File: src/rtl/regfile_defs.vh
`ifndef REGFILE_DEFS_VH
`define REGFILE_DEFS_VH
`define RF_DATA_W 16
`define RF_NREGS 16
`define RF_ADDR_W 4
`define RF_PEND_W 2
`define PEND_MAX ((1 << `RF_PEND_W) - 1)
`endif

File: src/rtl/scoreboard_regfile_pkg.sv
// scoreboard_regfile_pkg: shared register file and scoreboard constants
`include "regfile_defs.vh"
package scoreboard_regfile_pkg;
  localparam int RF_DATA_W = `RF_DATA_W;
  localparam int RF_NREGS = `RF_NREGS;
  localparam int RF_ADDR_W = `RF_ADDR_W;
  localparam int RF_NUM_RD = 2;
  localparam int RF_PEND_W = `RF_PEND_W;
  localparam int RF_PEND_MAX = `PEND_MAX;
endpackage

File: src/rtl/scoreboard_regfile_sb_counter.sv
// sb_counter: saturating pending-write counter for one register (WB_BYPASS_EN adds last)
import scoreboard_regfile_pkg::*;
module sb_counter #(
  parameter int PEND_W = RF_PEND_W
) (
  input  logic clk,
  input  logic rst,
  input  logic inc,
  input  logic dec,
`ifdef WB_BYPASS_EN
  output logic last,
`endif
  output logic busy,
  output logic full,
  output logic underflow
);
  logic [PEND_W-1:0] cnt_q, cnt_d;
  always_comb begin
    busy = |cnt_q;
    full = &cnt_q;
    underflow = dec && !busy;
    cnt_d = (inc && !dec && !full) ? cnt_q + PEND_W'(1) :
            (dec && !inc && busy) ? cnt_q - PEND_W'(1) : cnt_q;
  end
`ifdef WB_BYPASS_EN
  assign last = cnt_q <= PEND_W'(1);
`endif
  always_ff @(posedge clk or posedge rst)
    if (rst) cnt_q <= '0;
    else cnt_q <= cnt_d;
endmodule

File: src/rtl/scoreboard_regfile.sv
// scoreboard_regfile: multi-port register file with counted pending-write scoreboard
// WB_BYPASS_EN forwards same-cycle writeback data and busy release to the read ports.
import scoreboard_regfile_pkg::*;
module scoreboard_regfile #(
  parameter int DATA_W = RF_DATA_W,
  parameter int NREGS = RF_NREGS,
  parameter int ADDR_W = RF_ADDR_W,
  parameter int NUM_RD = RF_NUM_RD,
  parameter int PEND_W = RF_PEND_W
) (
  input  logic                     clk,
  input  logic                     rst,
  input  logic [NUM_RD*ADDR_W-1:0] rd_addr,
  output logic [NUM_RD*DATA_W-1:0] rd_data,
  output logic [NUM_RD-1:0]        rd_busy,
  input  logic                     alloc_valid,
  input  logic [ADDR_W-1:0]        alloc_addr,
  output logic                     alloc_ready,
  input  logic                     wb_valid,
  input  logic [ADDR_W-1:0]        wb_addr,
  input  logic [DATA_W-1:0]        wb_data,
  output logic                     wb_done,
  output logic                     sb_err
);
  logic [DATA_W-1:0] regs_q [NREGS];
  logic [DATA_W-1:0] regs_d [NREGS];
  logic [NREGS-1:0] inc, dec, busy, full, uflow;
  logic wb_done_q, wb_done_d, sb_err_q, sb_err_d;
`ifdef WB_BYPASS_EN
  logic [NREGS-1:0] last;
`endif
  genvar i;
  generate
    for (i = 0; i < NREGS; i++) begin : g_cnt
      sb_counter #(.PEND_W(PEND_W)) u_cnt (
        .clk(clk),
        .rst(rst),
        .inc(inc[i]),
        .dec(dec[i]),
`ifdef WB_BYPASS_EN
        .last(last[i]),
`endif
        .busy(busy[i]),
        .full(full[i]),
        .underflow(uflow[i])
      );
    end
  endgenerate
  always_comb begin
    alloc_ready = !full[alloc_addr];
    inc = '0;
    dec = '0;
    inc[alloc_addr] = alloc_valid && alloc_ready;
    dec[wb_addr] = wb_valid;
    regs_d = regs_q;
    if (wb_valid) regs_d[wb_addr] = wb_data;
    wb_done_d = wb_valid;
    sb_err_d = sb_err_q || (|uflow);
  end
  always_comb begin
    rd_data = '0;
    rd_busy = '0;
    for (int p = 0; p < NUM_RD; p++) begin
      logic [ADDR_W-1:0] ra;
      ra = rd_addr[p*ADDR_W +: ADDR_W];
`ifdef WB_BYPASS_EN
      rd_data[p*DATA_W +: DATA_W] = (wb_valid && wb_addr == ra) ? wb_data : regs_q[ra];
      rd_busy[p] = (wb_valid && wb_addr == ra) ? !last[ra] : busy[ra];
`else
      rd_data[p*DATA_W +: DATA_W] = regs_q[ra];
      rd_busy[p] = busy[ra];
`endif
    end
  end
  always_ff @(posedge clk or posedge rst)
    if (rst) begin
      for (int r = 0; r < NREGS; r++) regs_q[r] <= '0;
      wb_done_q <= 1'b0;
      sb_err_q <= 1'b0;
    end else begin
      regs_q <= regs_d;
      wb_done_q <= wb_done_d;
      sb_err_q <= sb_err_d;
    end
  assign wb_done = wb_done_q;
  assign sb_err = sb_err_q;
endmodule

File: config.mk
export PLATFORM = sky130hd
export DESIGN_NAME = scoreboard_regfile
export DESIGN_NICKNAME = d
export VERILOG_FILES = /design/src/rtl/scoreboard_regfile_pkg.sv /design/src/rtl/scoreboard_regfile_sb_counter.sv /design/src/rtl/scoreboard_regfile.sv
export VERILOG_INCLUDE_DIRS = /design/src /design/src/rtl
export SDC_FILE = /design/constraint.sdc
export NUM_CORES = 1
export LEC_CHECK = 0
export BUFFER_PORTS_ARGS = -buffer_cell sky130_fd_sc_hd__buf_2
export CAP_MARGIN = 20
export CORE_UTILIZATION = 45
export CTS_BUF_LIST = sky130_fd_sc_hd__clkbuf_2 sky130_fd_sc_hd__clkbuf_4 sky130_fd_sc_hd__clkbuf_8
export DETAILED_ROUTE_END_ITERATION = 8
export GPL_ROUTABILITY_DRIVEN = 1
export GPL_TIMING_DRIVEN = 0
export PLACE_DENSITY_LB_ADDON = 0.1
export SETUP_SLACK_MARGIN = 0.5
export SYNTH_ARGS = -nofsm -noshare
export SYNTH_HDL_FRONTEND = slang
export SYNTH_SLANG_ARGS = --single-unit
File: constraint.sdc
create_clock -name clk -period 24.9 [get_ports clk]
set_input_delay 2.49 -clock clk [delete_from_list [all_inputs] [get_ports clk]]
set_output_delay 2.49 -clock clk [all_outputs]
set_load 0.1 [all_outputs]
Word-level counts from Yosys, hierarchy flattened
Index checks and enable logic that the tools add are counted.
{"block": "totals", "regBits": 290, "in_bits": 36, "word_cells": 331}
{"block": "classes", "addsub": 32, "n_lt_le_gt_ge": 10, "mux": 51, "bitwise_logic": 5, "n_reduce_logical": 199}
{"operator": "256-bit bitwise mux", "n": 1}
{"operator": "16-bit binary-select mux with 4-bit select", "n": 2}
{"operator": "1-bit logical AND", "n": 84}
{"operator": "16-bit 2-to-1 mux", "n": 5}
{"operator": "1-bit logical NOT", "n": 65}
{"operator": "16-bit demux with 4-bit select", "n": 1}
{"operator": "2-bit 2-to-1 mux", "n": 32}
{"operator": "2-bit by 1-bit adder with 2-bit output (second input constant)", "n": 16}
{"operator": "16-bit bitwise AND", "n": 2}
{"operator": "2-bit AND reduction", "n": 16}
{"operator": "2-bit nonzero test", "n": 16}
{"operator": "2-bit OR reduction", "n": 16}
{"operator": "2-bit by 1-bit subtractor with 2-bit output (second input constant)", "n": 16}
{"operator": "4-bit by 5-bit less-than comparator with 1-bit output (second input constant)", "n": 4}
{"operator": "16-bit OR reduction", "n": 1}
{"operator": "5-bit >= comparator (second input constant)", "n": 3}
{"operator": "4-bit NOT with 5-bit output", "n": 3}
{"operator": "1-bit binary-select mux with 4-bit select", "n": 3}
{"operator": "1-bit demux with 4-bit select", "n": 2}
{"operator": "4-bit by 1-bit >= comparator with 1-bit output (second input constant)", "n": 2}
{"operator": "5-bit by 1-bit less-than comparator with 1-bit output (second input constant)", "n": 1}
{"operator": "1-bit 2-to-1 mux", "n": 5}
{"operator": "1-bit logical OR", "n": 1}

Depth between registers and ports, before layout
Gate-level depths: netlist of the first run.
{"block": "depth", "word_depth": 11, "ltp_mapped": 8, "depth_no_buf": 4}

Hierarchy
A second synthesis of the first run with hierarchy kept.
{"block": "unflattened", "hier_cells": 1190, "area_unflattened_um2": 16403.2}
{"mod": "scoreboard_regfile", "instances": 1, "cells_per_inst": 918, "area_each_um2": 14141.1}
{"mod": "sb_counter", "instances": 16, "cells_per_inst": 17, "area_each_um2": 141.4}

Least setup slack after synthesis of the first run
Ideal clock, no wire load.
{"block": "synth_timing", "path_type": "input -> output", "from": "in alloc_addr[0]", "to": "out alloc_ready", "arrival_ns": 4.979, "slack_ns": 17.431, "stages": 5, "cell_sequence": "buf_2 > buf_1 > o21ai_0 > mux4_2 > mux2i_1"}
{"block": "synth_via", "elab_chain_len": 3}
{"item": "start: declaration", "line": "scoreboard_regfile.sv:17", "text": "input logic [ADDR_W-1:0] alloc_addr,"}
{"item": "1-bit binary-select mux with 4-bit select", "line": "scoreboard_regfile.sv:50", "text": "alloc_ready = !full[alloc_addr];"}
{"item": "1-bit 2-to-1 mux (implied by the code)", "line": "scoreboard_regfile.sv:50"}
{"item": "1-bit logical NOT", "line": "scoreboard_regfile.sv:50"}
{"item": "end: declaration", "line": "scoreboard_regfile.sv:18", "text": "output logic alloc_ready,"}
No other way between the ends. The select of a mux whose other input is x is not followed.

Worst setup path after layout of the first run
{"block": "layout_timing", "from": "in rd_addr[7]", "to": "out rd_data[22]"}
{"block": "layout_via", "elab_chain_len": 4}
{"item": "start: declaration", "line": "scoreboard_regfile.sv:13", "text": "input logic [NUM_RD*ADDR_W-1:0] rd_addr,"}
{"item": "4-bit NOT with 5-bit output (implied by the code)", "line": "scoreboard_regfile.sv:70", "text": "rd_data[p*DATA_W +: DATA_W] = regs_q[ra];"}
{"item": "16-bit binary-select mux with 4-bit select", "line": "scoreboard_regfile.sv:70"}
{"item": "16-bit 2-to-1 mux (implied by the code) (2 in a row)", "line": "scoreboard_regfile.sv:70"}
{"item": "end: declaration", "line": "scoreboard_regfile.sv:14", "text": "output logic [NUM_RD*DATA_W-1:0] rd_data,"}
No other way between the ends. The select of a mux whose other input is x is not followed.

==> results of run 1 <==
-- kinds of logic (layout without fill, tap and decap cells) --
family / Yosys count / in the layout / share of synthesized area, %
muxes: 372 / 372 / 37.70
and+or+nand+nor: 329 / 329 / 8.800
DFF: 290 / 290 / 44.81
buffers and inverters: 114 / 281 / 3.268
xor gates and xnor gates: 7 / 7 / 0.3786
AOI/OAI and AO/OA: 119 / 119 / 5.038
-- synthesized netlist by cell type (7+ instances only) --
cell type / count / area [um^2]
o21ai_0: 28 / 140.1
inv_1: 8 / 30.03
o2bb2ai_1: 7 / 61.31
mux4_2: 171 / 3851
mux2_2: 194 / 2185
xnor2_1: 7 / 61.31
buf_2: 46 / 230.2
and3_1: 13 / 81.33
nor3_1: 10 / 50.05
mux2i_1: 7 / 70.07
a22o_1: 8 / 70.07
a2bb2oi_1: 7 / 61.31
a21oi_1: 24 / 120.1
clkbuf_1: 41 / 153.9
dfrtp_1: 290 / 7257
nor2_1: 39 / 146.4
nand3_1: 7 / 35.03
o21bai_1: 12 / 90.09
buf_1: 10 / 37.54
nand2_1: 222 / 833.3
-- power breakdown --
group / internal [uW] / switching, uW / total [uW]
Combinational: 212 / 272 / 484
Sequential: 577 / 83.7 / 660
Clock: 306 / 224 / 529
-- sequential cells by signal, indices dropped and copies added, names as in the netlist --
register / count
regs_q: 256
g_cnt.u_cnt.cnt_q: 32
sb_err: 1
wb_done: 1
-- per-stage QoR --
| stage | power (uW) | instance area (um^2) | instances | setup WS, ns | util [%] |
|---|---|---|---|---|---|
| after floorplan | 1039 | 16190 | 1231 | 14.40 | - |
| after detailed placement | 1149 | 17190 | 1758 | 17.33 | 48.44 |
| final | 1673 | 18440 | 1859 | 17.29 | 51.98 |
| after CTS | 1680 | 18430 | 1858 | 17.23 | 51.94 |
| after global routing | 1744 | 18440 | 1859 | 17.33 | 51.98 |
| after global placement | 1135 | 17080 | 1754 | 10.54 | 48.14 |
-- worst register-to-register path: cells and delay by family, from the launching register on --
kind | cells | cell delay (ns)
AOI/OAI and AO/OA | 1 | 0.36
and+or+nand+nor | 3 | 0.85
DFF | 1 | 0.42
-- worst paths after layout --
path,to,cells past startpoint,from,slack [ns]
worst max register to register,sb_err,4,g_cnt[6].u_cnt.cnt_q[0],23.15
worst min register to register,regs_q[39],2,regs_q[39],0.50
worst max-delay path,rd_data[22],4,rd_addr[7],17.29
worst min-delay path,regs_q[39],2,regs_q[39],0.50
min in group asynchronous,regs_q[163],2,rst,1.94
max in group asynchronous,regs_q[57],3,rst,21.95
-- layout by cell type (no fill, tap or decap), types with 10 or more instances in the layout --
cell / count
dfrtp_1: 290
nor2_1: 39
buf_2: 108
nand2_1: 222
clkbuf_4: 21
buf_1: 10
nor3_1: 10
mux4_2: 171
o21ai_0: 28
and3_1: 13
mux2_2: 194
clkbuf_8: 66
a21oi_1: 24
o21bai_1: 12
clkbuf_1: 41
-- metal layers --
layer  vias up  share of wire, %  track usage (%)
li1       4907                 -                -
met1      6211                43            42.70
met2       509                45            45.60
met3       134               7.7            6.066
met4         0               4.0            12.82
met5         -                 0                0
-- area by class of cell --
cell class	count	area [um^2]
sequential	290	7257
fill	3079	17040
multi-input combinational	827	8408
timing repair buffer	67	422.9
inverter	8	37.54
clock buffer	87	1066
buffer	106	499.2
clock inverter	13	176.4
tap	461	576.8
==> qor.txt, run 1 <==
Die Y-Extent = 191.7 um
Required time worst endpoint = 22.41 ns
Max cap viols = 0
Crit path launch type = input pin
Total CTS buffers = 54
Sink Count = 290
I/O Pins = 73
Post-route DRC = 0
Measured slew at the worst slew-check pin = 1.198 ns
Slew Limit Fails = 0
WP data arrival = 5.12 ns
Clock Pin Slew Worst Setup and Hold Paths = 0.05 ns
1st-iter DRT viols = 1,054
Antenna diodes = 0
Setup TNS = 0 ns
HPWL Detailed = 34.61 mm
Post-synthesis net count = 1,267
Sequence of cells on the critical path = buf_1, clkbuf_1, mux4_2, buf_2
First-pass GRT wire length = 78.47 mm
Hold-fix buffer count after cts = 0
Core area = 35,480 um^2
Setup Skew = 0.02166 ns
Area Overhead vs Synth = 13.89%
Synth warn = 0
Post-synth EDFFs = 0
Die W = 191.7 um
Antenna-violating nets left = 0
Vias in the first global route = 11.84k
Layout cells sized above 1 = 42.42%
LEAKAGE = 0.007981 uW
Total grt overflow = 0
PortBufs = 62
Total track usage = 30.26%
Gp weighted congestion = 0.9063
Min-delay worst type = reg2reg
Max incr delay on CP = 0.89 ns
Final setup fails = 0
Pwr dens = 90.72 nW/um^2
Via/cell ratio = 6.327
CP top delay family = buffers and inverters
Max Root-Sink Buffers = 3
Largest net degree at the start of global routing = 104
Initial antenna violation count = 0
Final wirelength = 52.85 mm
Peak VDD IR = 0.05376 mV
Buf+Inv Stages, Crit Path = 3
RSZ-0062 raised after global routing = no
Root Buffer = clkbuf_8
#FFs+latches synth = 290
DIE AREA = 36,750 um^2
Fmax = 0.1315 GHz
Skew-Pair Late Insertion Delay = 0.66 ns
Period utilisation layout = 30.55%
Synth Flop Type = dfrtp_1
Mapped Area = 16,190 um^2
CP max-delay cell = clkbuf_1
Fin Hold WS = 0.4958 ns
# resized after CTS = 0
Final Hold Viols = 0
Cells after synthesis = 1,231
Syn_area_per_cell = 13.16 um^2
# rows = 69
Drt pass-1 iters = 5
CP Class = in2out
Initial Utilization = 45.64%
Worst Setup End Kind = output pin
CTS tree = done
Outcome = completed
Post-CTS Setup Bufs = 0
Relative slew margins = 20.17%
Distinct cell type count of the synthesized netlist = 49
Vias = 11.76k
Final min period = 7.607 ns
# H-tree levels = 2
Final net count = 1,390
Average routed wire per standard cell = 28.43 um
Asr flop ratio synth = 100.0%
Worst Path Max Fanout = 10
Sequential-to-total area share from yosys stat = 44.81%
No activity file was read; power rests on OpenSTA's default activity.
==> run 2: changes to the inputs <==
Settings changed: ABC_AREA set to 1.
Clock period 24.9 ns to 6.9 ns, I/O delays scaled along.
==> qor.txt, run 2 <==
Sequence of cells on the critical path = buf_2, inv_1, clkbuf_1, clkbuf_1, o21ai_0, o21ai_0, o221ai_1, nand2_1, buf_2
HPWL Detailed = 61.43 mm
Slew Limit Fails = 0
Total CTS buffers = 53
First-pass GRT wire length = 117.2 mm
Final critical-path setup slack = 2.273 ns
Final Hold Viols = 0
Worst Setup End Kind = output pin
Final net count = 2,418
Most frequent cells in the layout = o21ai_0 (605), nand2_1 (408), dfrtp_1 (290)
Sink Count = 290
Fmax = 0.2161 GHz
RSZ-0062 raised after global routing = no
Via/cell ratio = 6.389
Post-synth EDFFs = 0
Period utilisation layout = 67.06%
1st-iter DRT viols = 2,965
Final setup fails = 0
Max reg flops = 256
Post-route DRC = 0
Setup TNS = 0 ns
Setup Skew = 0.02215 ns
Mapped Area = 16,200 um^2
Root Buffer = clkbuf_8
Top reg by flops = regs_q
Skew-Pair Late Insertion Delay = 0.65 ns
Initial Utilization = 45.65%
Cells after synthesis = 2,258
Post-synthesis net count = 2,294
LEAKAGE = 0.008204 uW
Core area = 35,480 um^2
#FFs+latches synth = 290
WP data arrival = 3.94 ns
Pre-CTS setup slack = 2.527 ns
I/O Pins = 73
Distinct cell type count of the synthesized netlist = 25
DIE AREA = 36,760 um^2
Footprint of the multi-input gates = 7505 um^2
Largest net degree at the start of global routing = 42
Min-delay worst type = in2async
Synth top area cells = dfrtp_1 (45%), o21ai_0 (19%), nand2_1 (9.5%)
Measured slew at the worst slew-check pin = 1.239 ns
Pwr dens = 318.0 nW/um^2
Total track usage = 45.40%
Fillers = 3,593
Crit path launch type = input pin
Post-DP Area = 17,230 um^2
Final wirelength = 83.30 mm
Required time worst endpoint = 6.21 ns
# rows = 69
Max Root-Sink Buffers = 3
Vias = 18.38k
Area Overhead vs Synth = 13.10%
Sequential-to-total area share from yosys stat = 44.80%
Synth warn = 0
Max incr delay on CP = 0.97 ns
Hold-fix buffer count after cts = 0
Register Area = 7257 um^2
Layout cells sized above 1 = 7.208%
Average routed wire per standard cell = 28.95 um
Largest regs = regs_q: 256 flops, g_cnt.u_cnt.cnt_q: 32 flops
Vias in the first global route = 17.25k
Drt pass-1 iters = 6
Synth Flop Type = dfrtp_1
Area share of the leading cell type in the synthesized netlist = 44.80%
Final min period = 4.627 ns
CP top delay family = buffers and inverters
Outcome = completed
# H-tree levels = 2
# resized after CTS = 0
Antenna-violating nets left = 0
Most frequent cell after synthesis = o21ai_0
Most area-hungry cell type in the Yosys netlist = dfrtp_1
Commonest non-fill, non-tap cell in the layout = o21ai_0
Buf+Inv Stages, Crit Path = 5
CTS tree = done
Syn_area_per_cell = 7.174 um^2
Asr flop ratio synth = 100.0%
Max cap viols = 0
Peak VDD IR = 0.2121 mV
Clock Pin Slew Worst Setup and Hold Paths = 0.06 ns
Die W = 191.7 um
Relative slew margins = 17.40%
Worst Path Max Fanout = 10
Gp weighted congestion = 1.054
Initial antenna violation count = 4
Total grt overflow = 0
CP Class = in2out
Post-CTS Setup Bufs = 0
Final instance area = 18,320 um^2
CP max-delay cell = clkbuf_1
Post-synth top cells = o21ai_0 (605), nand2_1 (408), dfrtp_1 (290)
PortBufs = 58
Die Y-Extent = 191.7 um
[run 2: cell count changes in the layout (fill, tap and decap cells not counted), moves of 149 or more]
cell,before,now
o21ai_0,28,605
mux2_2,194,0
inv_1,7,197
nand2_1,222,408
mux4_2,171,0
a21oi_1,24,173
[run 2: final timing paths]
check	start	to	slack, ns	depth (start not counted)
hold / removal	rst	g_cnt[10].u_cnt.cnt_q[0]	0.19	2
hold reg to reg	sb_err	sb_err	0.50	1
setup / recovery	rd_addr[5]	rd_data[19]	2.27	9
setup reg to reg	g_cnt[9].u_cnt.cnt_q[0]	g_cnt[1].u_cnt.cnt_q[0]	4.72	11
max in group asynchronous	rst	regs_q[230]	5.54	5
min in group clk	wb_valid	wb_done	0.26	1
[run 2: area by class of cell]
cell class,instances,share of cell area (%)
Antenna cell,2,0.02732
Buffer,174,3.722
Clock buffer,81,5.539
Clock inverter,6,0.1639
Inverter,201,4.139
Multi-Input combinational cell,1593,40.96
Sequential cell,290,39.61
Tap cell,461,3.148
Timing Repair Buffer,69,2.684
[run 2: kinds of logic after synthesis]
group	synth area share [%]
buffers and inverters	8.868
DFF	44.80
AOI/OAI and AO/OA	28.21
and+or+nand+nor	18.12
[run 2: layer usage]
metal  wire length [um]  global-route usage (%)
met4               7888                   37.36
met1              30010                   53.91
met3               9196                   12.44
met5                 41                       0
met2              36170                   68.61
[run 2: power breakdown]
part,switching [uW],internal [uW]
clock network,781,923
logic,1250,437
registers,320,2120
[run 2: per-stage QoR]
| step | util (%) | total power (uW) | hold slack, ns | cells |
|---|---|---|---|---|
| after floorplan | - | 3482 | 0.4639 | 2258 |
| after global placement | 48.10 | 4025 | 0.4766 | 2777 |
| after detailed placement | 48.56 | 4078 | 0.4836 | 2785 |
| after CTS | 51.50 | 5765 | 0.2020 | 2872 |
| after global routing | 51.62 | 6067 | 0.2487 | 2875 |
| final | 51.63 | 5826 | 0.1858 | 2877 |
[run 2: worst reg2reg max path, delay by kind of cell, from the launching register on]
family,cells,cell delay (ns)
AND/OR/NAND/NOR,10,1.41
flip-flops,1,0.41
buffers and inverters,1,0.25
==> run 3: changes to the inputs <==
Clock period 6.9 ns to 4.7 ns, I/O delays scaled along.
==> qor.txt, run 3 (same netlist as run 2, synthesis figures left out) <==
Max Root-Sink Buffers = 3
Setup Skew = 0.01149 ns
CP Class = in2out
Fillers = 3,594
Post-CTS Setup Bufs = 0
Final Hold Viols = 0
Sink Count = 290
WP data arrival = 3.75 ns
Required time worst endpoint = 4.23 ns
Final core occ = 51.67%
Via/cell ratio = 6.434
Total track usage = 45.40%
Commonest non-fill, non-tap cell in the layout = o21ai_0
Int Pwr = 5107 uW
Die W = 191.7 um
Total grt overflow = 0
RSZ-0062 raised after global routing = no
Antenna-violating nets left = 0
Measured slew at the worst slew-check pin = 1.252 ns
Min-delay worst type = in2reg
First-pass GRT wire length = 117.2 mm
Reg2reg setup slack = 2.52 ns
Period utilisation layout = 89.80%
Largest net degree at the start of global routing = 42
Max reg flops = 256
LEAKAGE = 0.008209 uW
R2R Path Start = g_cnt[9].u_cnt.cnt_q[0]
Final net count = 2,419
Post-route DRC = 0
HPWL Detailed = 61.43 mm
R2R Path End = g_cnt[1].u_cnt.cnt_q[0]
Hold Crit Depth = 1
Layout cells sized above 1 = 7.205%
Drt pass-1 iters = 7
Area Overhead vs Synth = 13.18%
Final setup fails = 0
Fmax = 0.2369 GHz
R2R depth = 11
CP max-delay cell = clkbuf_1
1st-iter DRT viols = 2,969
Pre-CTS setup slack = 0.7671 ns
Worst Setup End Kind = output pin
Pwr dens = 466.6 nW/um^2
Largest regs = regs_q: 256 flops, g_cnt.u_cnt.cnt_q: 32 flops
Initial antenna violation count = 4
Core area = 35,480 um^2
Gp weighted congestion = 1.054
Final critical-path setup slack = 0.4796 ns
I/O Pins = 73
Relative slew margins = 16.53%
CTS tree = done
Final wirelength = 83.35 mm
Sw Share = 40.29%
Outcome = completed
Clock group share of total power = 29.2%
Psw = 3446 uW
Initial Utilization = 45.65%
Vias in the first global route = 17.25k
Slew Limit Fails = 0
DIE AREA = 36,760 um^2
Most frequent cells in the layout = o21ai_0 (605), nand2_1 (408), dfrtp_1 (290)
Final min period = 4.220 ns
Sequential fraction of design power = 41.8%
PortBufs = 58
Sequence of cells on the critical path = buf_2, inv_1, clkbuf_1, clkbuf_1, o21ai_0, o21ai_0, o221ai_1, nand2_1, buf_2
Vias = 18.52k
Hold EP = wb_done
Total CTS buffers = 53
# H-tree levels = 2
Crit path launch type = input pin
Peak VDD IR = 0.3132 mV
Max incr delay on CP = 0.99 ns
Average routed wire per standard cell = 28.95 um
Root Buffer = clkbuf_8
Die Y-Extent = 191.7 um
Max cap viols = 0
Fin Hold WS = 0.03095 ns
Worst Path Max Fanout = 10
Skew-Pair Late Insertion Delay = 0.65 ns
Hold Path Origin = wb_valid
# resized after CTS = 0
# rows = 69
Clock Pin Slew Worst Setup and Hold Paths = 0.06 ns
Top reg by flops = regs_q
Combinational Power Share = 29.0%
run 3: cell count changes in the layout (fill, tap and decap cells not counted), sizes merged:
cell	change
diode	+1
dlygate4sd3	+1
run 3: worst max-delay path by stage:
| stage | from | to | slack (ns) |
|---|---|---|---|
| floorplan | rst | g_cnt[0].u_cnt.cnt_q[0] | 0.38 |
| global placement | rst | regs_q[147] | -1.59 |
| detailed placement | rd_addr[5] | rd_data[19] | 0.77 |
| CTS | rd_addr[5] | rd_data[19] | 0.76 |
| global route | rd_addr[5] | rd_data[19] | 0.59 |
| finish | rd_addr[5] | rd_data[19] | 0.48 |
run 3: repair_timing:
| item | CTS | global route |
|---|---|---|
| setup endpoints to repair | 0 | 0 |
| endpoints found under the hold margin | 13 | 0 |
| hold buffers | 1 | 0 |
run 3: final cells by class:
type                       instances  area [um^2]  share of cell area (%)
multi-input combinational       1593         7505                   40.94
sequential                       290         7257                   39.59
clock buffer                      81         1015                   5.535
inverter                         201        758.2                   4.136
buffer                           174        681.9                   3.720
tap                              461        576.8                   3.146
timing repair buffer              70        501.7                   2.737
clock inverter                     6        30.03                  0.1638
antenna                            3        7.507                 0.04095
run 3: worst max-delay path, delay by kind of cell:
kind                   cells  cell delay (ns)
AND/OR/NAND/NOR            1             0.16
buffers and inverters      5             2.32
AO/OA/AOI/OAI              3             0.79
run 3: per-stage QoR:
stage	TNS, ns	cell area [um^2]	cells	power [uW]
after floorplan	0	16200	2258	5112
after global placement	-448.21	17070	2777	5909
after detailed placement	0	17230	2785	5987
after CTS	0	18280	2873	8465
after global routing	0	18330	2876	8907
final	0	18330	2879	8553
run 3: power groups by stage:
| stage | sequential (uW) | combinational [uW] | clock [uW] |
|---|---|---|---|
| floorplan | 3440 | 1670 | 0 |
| global placement | 3580 | 2320 | 0 |
| detailed placement | 3590 | 2390 | 0 |
| CTS | 3560 | 2400 | 2510 |
| global route | 3630 | 2670 | 2600 |
| finish | 3580 | 2480 | 2500 |
run 3: per-layer routing:
| layer | vias up | GRT usage (%) | routed length, um |
|---|---|---|---|
| met5 | - | 0 | 41 |
| met4 | 6 | 37.36 | 8205 |
| met3 | 445 | 12.44 | 9638 |
| met2 | 1414 | 68.61 | 36070 |
| met1 | 8780 | 53.91 | 29390 |
| li1 | 7878 | - | - |
